--- config.mk ---
export PLATFORM = sky130hd
export DESIGN_NAME = fft_wb_ctrl
export DESIGN_NICKNAME = d
export VERILOG_FILES = /design/src/rtl/fft_pkg.sv /design/src/rtl/fft_wb_fifo.sv /design/src/rtl/fft_wb_ctrl.sv
export SDC_FILE = /design/constraint.sdc
export NUM_CORES = 1
export LEC_CHECK = 0
export BUFFER_PORTS_ARGS = -buffer_cell sky130_fd_sc_hd__buf_2
export CAP_MARGIN = 10
export CORE_ASPECT_RATIO = 2
export CORE_UTILIZATION = 54
export DETAILED_ROUTE_END_ITERATION = 7
export PLACE_DENSITY = 0.81
export SYNTH_ARGS = -nofsm -noshare
export SYNTH_HDL_FRONTEND = slang
export SYNTH_SLANG_ARGS = --single-unit
--- constraint.sdc ---
create_clock -name clk_i -period 2.4 [get_ports clk_i]
set_input_delay 0.24 -clock clk_i [delete_from_list [all_inputs] [get_ports clk_i]]
set_output_delay 0.24 -clock clk_i [all_outputs]
set_load 0.1 [all_outputs]
--- src/rtl/fft_pkg.sv ---
// rtl/fft_pkg.sv - shared constants, types and the in-place address map for the 16-point FFT
//   Provides: transform sizing constants, tag/address/word typedefs, write-back FSM states,
//   inplace_addr(stage, idx) -> {A, B} used by both the read-address LUT and the write-back path.
package fft_pkg;

    localparam int N          = 16;
    localparam int LOG2N      = 4;
    localparam int NBF        = 8;
    localparam int NSTAGE     = 4;
    localparam int DEF_DATA_W = 16;
    localparam int NRESULT    = NBF * NSTAGE;

    typedef logic [1:0]              stage_t;
    typedef logic [2:0]              bf_idx_t;
    typedef logic [LOG2N-1:0]        addr_t;
    typedef logic [2*DEF_DATA_W-1:0] cword_t;

    typedef struct packed {
        addr_t a;
        addr_t b;
    } addr_pair_t;

    typedef enum logic [1:0] {
        ST_IDLE  = 2'd0,
        ST_RUN   = 2'd1,
        ST_FLUSH = 2'd2
    } wb_state_t;

    // A is the bit-reversed butterfly index with a zero spliced in at bit (3-stage);
    // B is the same address with that bit set (the butterfly span for the stage).
    function automatic addr_pair_t inplace_addr(input stage_t s, input bf_idx_t b);
        logic [2:0] r;
        addr_pair_t p;
        r = {b[0], b[1], b[2]};
        case (s)
            2'd0:    p.a = {1'b0, r};
            2'd1:    p.a = {r[2], 1'b0, r[1:0]};
            2'd2:    p.a = {r[2:1], 1'b0, r[0]};
            default: p.a = {r, 1'b0};
        endcase
        p.b = p.a | (addr_t'(4'b1000) >> s);
        return p;
    endfunction

endpackage

--- src/rtl/fft_wb_fifo.sv ---
// rtl/fft_wb_fifo.sv - two-entry synchronous FIFO holding pending write-back pairs
//   clk_i, rst_i : clock, synchronous active-high reset
//   clr_i        : synchronous flush (dominates push/pop)
//   push_i/din_i : write an entry (caller guarantees not full)
//   pop_i        : drop the head entry (caller guarantees not empty)
//   dout_o       : head entry, count_o : occupancy 0..2
module fft_wb_fifo #(
    parameter int W = 8
) (
    input  logic         clk_i,
    input  logic         rst_i,
    input  logic         clr_i,
    input  logic         push_i,
    input  logic [W-1:0] din_i,
    input  logic         pop_i,
    output logic [W-1:0] dout_o,
    output logic [1:0]   count_o
);

    logic [W-1:0] mem_q [2];
    logic [W-1:0] mem_d [2];
    logic         wr_ptr_q, wr_ptr_d;
    logic         rd_ptr_q, rd_ptr_d;
    logic [1:0]   count_q, count_d;

    always_comb begin
        mem_d    = mem_q;
        wr_ptr_d = wr_ptr_q;
        rd_ptr_d = rd_ptr_q;
        count_d  = count_q;
        if (clr_i) begin
            mem_d[0] = '0;
            mem_d[1] = '0;
            wr_ptr_d = 1'b0;
            rd_ptr_d = 1'b0;
            count_d  = 2'd0;
        end else begin
            if (push_i) begin
                mem_d[wr_ptr_q] = din_i;
                wr_ptr_d        = ~wr_ptr_q;
            end
            if (pop_i) begin
                rd_ptr_d = ~rd_ptr_q;
            end
            case ({push_i, pop_i})
                2'b10:   count_d = count_q + 2'd1;
                2'b01:   count_d = count_q - 2'd1;
                default: count_d = count_q;
            endcase
        end
    end

    always_ff @(posedge clk_i) begin
        if (rst_i) begin
            mem_q[0] <= '0;
            mem_q[1] <= '0;
            wr_ptr_q <= 1'b0;
            rd_ptr_q <= 1'b0;
            count_q  <= 2'd0;
        end else begin
            mem_q    <= mem_d;
            wr_ptr_q <= wr_ptr_d;
            rd_ptr_q <= rd_ptr_d;
            count_q  <= count_d;
        end
    end

    assign dout_o  = mem_q[rd_ptr_q];
    assign count_o = count_q;

endmodule

--- src/rtl/fft_wb_ctrl.sv ---
// rtl/fft_wb_ctrl.sv - FFT butterfly write-back sequencer with in-place addressing
//   clk_i, rst_i               : clock, synchronous active-high reset
//   start_i                    : arm / abort-and-restart a transform
//   bf_valid_i/bf_ready_o      : butterfly result handshake; bf_stage_i, bf_idx_i tag, bf_x_i/bf_y_i data
//   mem_ready_i                : RAM accepts the current write
//   wr_en_o, wr_{a,b}_addr_o, wr_{a,b}_data_o : dual-port write request
//   stage_done_o, done_stage_o, fft_done_o    : commit progress pulses
//   seq_err_o                  : sticky tag-order error
module fft_wb_ctrl
    import fft_pkg::*;
#(
    parameter int DATA_W = DEF_DATA_W
) (
    input  logic                clk_i,
    input  logic                rst_i,
    input  logic                start_i,
    input  logic                bf_valid_i,
    output logic                bf_ready_o,
    input  logic [1:0]          bf_stage_i,
    input  logic [2:0]          bf_idx_i,
    input  logic [2*DATA_W-1:0] bf_x_i,
    input  logic [2*DATA_W-1:0] bf_y_i,
    input  logic                mem_ready_i,
    output logic                wr_en_o,
    output logic [3:0]          wr_a_addr_o,
    output logic [2*DATA_W-1:0] wr_a_data_o,
    output logic [3:0]          wr_b_addr_o,
    output logic [2*DATA_W-1:0] wr_b_data_o,
    output logic                stage_done_o,
    output logic [1:0]          done_stage_o,
    output logic                fft_done_o,
    output logic                seq_err_o
);

    localparam int EW = 2*LOG2N + 4*DATA_W;
    localparam logic [4:0] LAST = 5'(NRESULT - 1);

    wb_state_t  state_q, state_d;
    logic       ready_q, ready_d;
    logic [4:0] exp_q, exp_d;
    logic [4:0] commit_q, commit_d;
    logic       seq_err_q, seq_err_d;
    logic       stage_done_q, stage_done_d;
    logic [1:0] done_stage_q, done_stage_d;
    logic       fft_done_q, fft_done_d;

    logic          accept, push, pop, wr_en;
    addr_pair_t    ap;
    logic [EW-1:0] fifo_din, fifo_head;
    logic [1:0]    fifo_cnt, fifo_cnt_nxt;

    always_comb begin
        ap       = inplace_addr(bf_stage_i, bf_idx_i);
        fifo_din = {ap.a, ap.b, bf_x_i, bf_y_i};
        wr_en    = (fifo_cnt != 2'd0);
        accept   = bf_valid_i & ready_q;
        push     = accept & ~start_i;
        pop      = wr_en & mem_ready_i;

        state_d      = state_q;
        exp_d        = exp_q;
        commit_d     = commit_q;
        seq_err_d    = seq_err_q;
        stage_done_d = 1'b0;
        done_stage_d = done_stage_q;
        fft_done_d   = 1'b0;

        if (start_i) begin
            // start from any state restarts the transform; buffered writes are discarded
            state_d   = ST_RUN;
            exp_d     = 5'd0;
            commit_d  = 5'd0;
            seq_err_d = 1'b0;
        end else begin
            if (accept) begin
                exp_d = exp_q + 5'd1;
                if ({bf_stage_i, bf_idx_i} != exp_q) begin
                    seq_err_d = 1'b1;
                end
            end
            if (pop) begin
                commit_d = commit_q + 5'd1;
                if (commit_q[2:0] == 3'd7) begin
                    stage_done_d = 1'b1;
                    done_stage_d = commit_q[4:3];
                    fft_done_d   = (commit_q[4:3] == 2'd3);
                end
            end
            case (state_q)
                ST_RUN:   if (accept && exp_q == LAST) state_d = ST_FLUSH;
                ST_FLUSH: if (pop && commit_q == LAST) state_d = ST_IDLE;
                default:  state_d = state_q;
            endcase
        end

        if (start_i) begin
            fifo_cnt_nxt = 2'd0;
        end else begin
            case ({push, pop})
                2'b10:   fifo_cnt_nxt = fifo_cnt + 2'd1;
                2'b01:   fifo_cnt_nxt = fifo_cnt - 2'd1;
                default: fifo_cnt_nxt = fifo_cnt;
            endcase
        end
        // ready is registered, so it is derived from next-cycle state and occupancy
        ready_d = (state_d == ST_RUN) && (fifo_cnt_nxt < 2'd2);
    end

    always_ff @(posedge clk_i) begin
        if (rst_i) begin
            state_q      <= ST_IDLE;
            ready_q      <= 1'b0;
            exp_q        <= 5'd0;
            commit_q     <= 5'd0;
            seq_err_q    <= 1'b0;
            stage_done_q <= 1'b0;
            done_stage_q <= 2'd0;
            fft_done_q   <= 1'b0;
        end else begin
            state_q      <= state_d;
            ready_q      <= ready_d;
            exp_q        <= exp_d;
            commit_q     <= commit_d;
            seq_err_q    <= seq_err_d;
            stage_done_q <= stage_done_d;
            done_stage_q <= done_stage_d;
            fft_done_q   <= fft_done_d;
        end
    end

    fft_wb_fifo #(.W(EW)) u_fifo (
        .clk_i   (clk_i),
        .rst_i   (rst_i),
        .clr_i   (start_i),
        .push_i  (push),
        .din_i   (fifo_din),
        .pop_i   (pop),
        .dout_o  (fifo_head),
        .count_o (fifo_cnt)
    );

    assign bf_ready_o   = ready_q;
    assign wr_en_o      = wr_en;
    assign {wr_a_addr_o, wr_b_addr_o, wr_a_data_o, wr_b_data_o} = fifo_head;
    assign stage_done_o = stage_done_q;
    assign done_stage_o = done_stage_q;
    assign fft_done_o   = fft_done_q;
    assign seq_err_o    = seq_err_q;

endmodule

==> run_results.csv <==
group,metric,value,unit
floorplanning,die-area,0.0128,sq mm
floorplanning,start_util,56.0,%
clock_network,post-cts-setup-buffers,0,
clock_network,htree_levels,4,
floorplanning,die_w,80.4,microns
synth,yosysTopAreaCell,"dfxtp_1",
synth,avgSynthCellArea,9.69,sq um
critical_path,critical_path_peak_fanout,30,
timing,max_freq,0.460,GHz
timing,slew_headroom,56.9,%
synth,ys_seq_elements,166,
clock_network,ctsHoldBuffers,0,
grt,grt_max_degree,77,
final_layout,antenna_cells,0,
final_layout,syn_to_final_growth,21.4,%
placement,place_inst,939,
placement,place_congestion,0.855,
critical_path,required,2160,ps
synth,ys_top_cells_by_area,"dfxtp_1 (50%), mux2_2 (12%), a22o_1 (8.6%)",
timing,fin_skew,8.30,ps
power,ir_drop,578,uV
clock_network,clock_sinks,166,
clock_network,clock_latency,410,ps
timing,setup_viol,0,
power,p_total,5940,uW
floorplanning,core.rowCount,56,
clock_network,numCtsBuffers,17,
synth,synth-edff-count,0,
synth,synth_cell_types,39,
clock_network,cts_tree,"built",
synth,synthFlopType,"dfxtp_1",
power,power.density,738,mW/mm^2
synth,synth.most_common_cell,"dfxtp_1",
critical_path,arrival,1930,ps
timing,final_period_minus_worst_setup_slack,2170,ps
synth,syn_nets,766,
synth,netlist.area_leader.share,50.1,%
drt,drt-total-wl,16800,microns
timing,slew_violations,0,
final_layout,drive_gt1_share,33.2,%
worst_hold_path,worst_hold_path.num_cells,2,
worst_hold_path,hold_path_class,"in2reg",
final_layout,fin_nets,895,
grt,grt_pass1_wl,26600,microns
floorplanning,io_pins,153,
synth,async_flop_share,0,%
critical_path,critical_path_class,"reg2out",
final_layout,final_core_util,68.0,%
synth,netlist_area,0.00663,sq mm
timing,hold_violations,0,
placement,hpwlAfterDp,11200,microns
timing,rsz0062_at_grt,"false",
clock_network,cts-root-buf,"clkbuf_16",
critical_path,r2r_cells,6,
clock_network,cts.clk_slew.worst_paths,70,ps
floorplanning,die_y,159,microns
timing,worst_pin_slew,646,ps
synth,yosys_warnings,0,
drt,drt-pass1-iter-count,5,
critical_path,startpoint_type,"register",
timing,tns,0,ps
drt,drc,0,
grt,grt.total_usage,26.6,%
synth,yosys-top-cells-count,"dfxtp_1 (166), nand2_1 (150), a21oi_1 (73)",
final_layout,fill_cells,916,
placement,port_buffers,152,
drt,vias,5540,
floorplanning,core_region_area,0.0118,sq mm
drt,via_per_inst,5.71,
outcome,status,"complete, no violations",
critical_path,critical_path.endpoint_type,"output pin",
drt,ant_nets,0,
grt,grt_pass1_vias,5717,
grt,overflow,0,
drt,drtIter0Drc,268,
clock_network,clockBufferDepth,2,
timing,fin_crit_sh,90.6,%
clock_network,ctsResizeCount,0,
grt,antenna_found_initial,0,
drt,wl_per_cell,17.3,microns
job,max_cap_viol_count,0,
synth,yosysSeqAreaShare,50.1,%
synth,syn_inst,684,
final_layout,fin_cells,970,
power,leakage,0.00340,uW
metal layers:
metal / track usage [%] / part of all wire, % / up-vias
met2: 50.0 / 57 / 171
met1: 26.0 / 36 / 2689
met4: 12.7 / 2.7 / 0
li1: - / - / 2641
met3: 6.03 / 4.6 / 39
met5: 0 / 0 / -
through the flow:
| step | setup slack (ps) | cell area, sq um | hold slack, ps |
|---|---|---|---|
| 2_1_floorplan | 215 | 6630 | 365 |
| 3_3_place_gp | 398 | 7450 | 427 |
| 3_5_place_dp | 358 | 7450 | 443 |
| 4_1_cts | 200 | 8050 | 37.6 |
| 5_1_grt | 168 | 8050 | 45.1 |
| 6_report | 226 | 8050 | 46.7 |
worst max-delay path, stage by stage (launching register included):
cell and delay [ps]:
dfxtp_4 570, buf_12 260, mux2_2 380, buf_2 300
registers in the layout (all words and copies together) (netlist names):
signal and flops:
u_fifo.rd_ptr_q 1, u_fifo.mem_q 144, u_fifo.count_o 2, done_stage_o 2
fft_done_o 1, bf_ready_o 1, state_q 2, seq_err_o 1
u_fifo.wr_ptr_q 1, commit_q 5, exp_q 5, stage_done_o 1
layout make-up:
type                       instances  area [sq um]  share of cell area, %
sequential                       166          3330                   41.3
multi-input combinational        461          3010                   37.4
timing repair buffer             163           918                   11.4
clock buffer                      18           429                   5.33
tap                              145           181                   2.25
clock inverter                    13           170                   2.11
inverter                           4          15.0                  0.187
layout by cell type (no fill, tap or decap), drive strengths merged:
| master | count |
|---|---|
| mux2i | 2 |
| a22oi | 1 |
| nor3b | 1 |
| clkinv | 3 |
| a22o | 65 |
| nand3b | 1 |
| clkinvlp | 3 |
| a32o | 1 |
| nand4 | 2 |
| o21ai | 8 |
| a311oi | 3 |
| or3 | 2 |
| a31oi | 2 |
| buf | 163 |
| a2111o | 1 |
| nor3 | 6 |
| nand3 | 2 |
| or2 | 4 |
| xor2 | 7 |
| clkbuf | 18 |
| ha | 8 |
| bufinv | 3 |
| nand2b | 3 |
| nor2b | 2 |
| mux2 | 72 |
| xnor2 | 6 |
| a21oi | 73 |
| o21a | 2 |
| and2 | 1 |
| a21o | 2 |
| dfxtp | 166 |
| nor2 | 24 |
| nand2 | 150 |
| a211oi | 5 |
| inv | 8 |
| and3 | 5 |
worst paths after layout:
check / from / endpoint / slack [ps]
max: u_fifo.rd_ptr_q / wr_a_data_o[25] / 230
min: bf_x_i[18] / u_fifo.mem_q[50] / 50
max reg2reg: u_fifo.count_o[0] / bf_ready_o / 350
min reg2reg: u_fifo.mem_q[69] / u_fifo.mem_q[69] / 450
where the power goes:
group	switching, uW	internal (uW)
combinational	289	108
clock	1110	1650
sequential	12.6	2770
total	1410	4530
logic make-up (layout without fill, tap and decap cells):
group	Yosys count	count (layout)	synth area share (%)
compound gates	163	163	16.9
simple gates	203	203	12.5
flops	166	166	50.1
fa+ha+maj	8	8	1.51
xor+xnor	13	13	1.72
mux	74	74	12.5
buf+inv	57	198	4.72
Power figures use the tool's default switching activity.
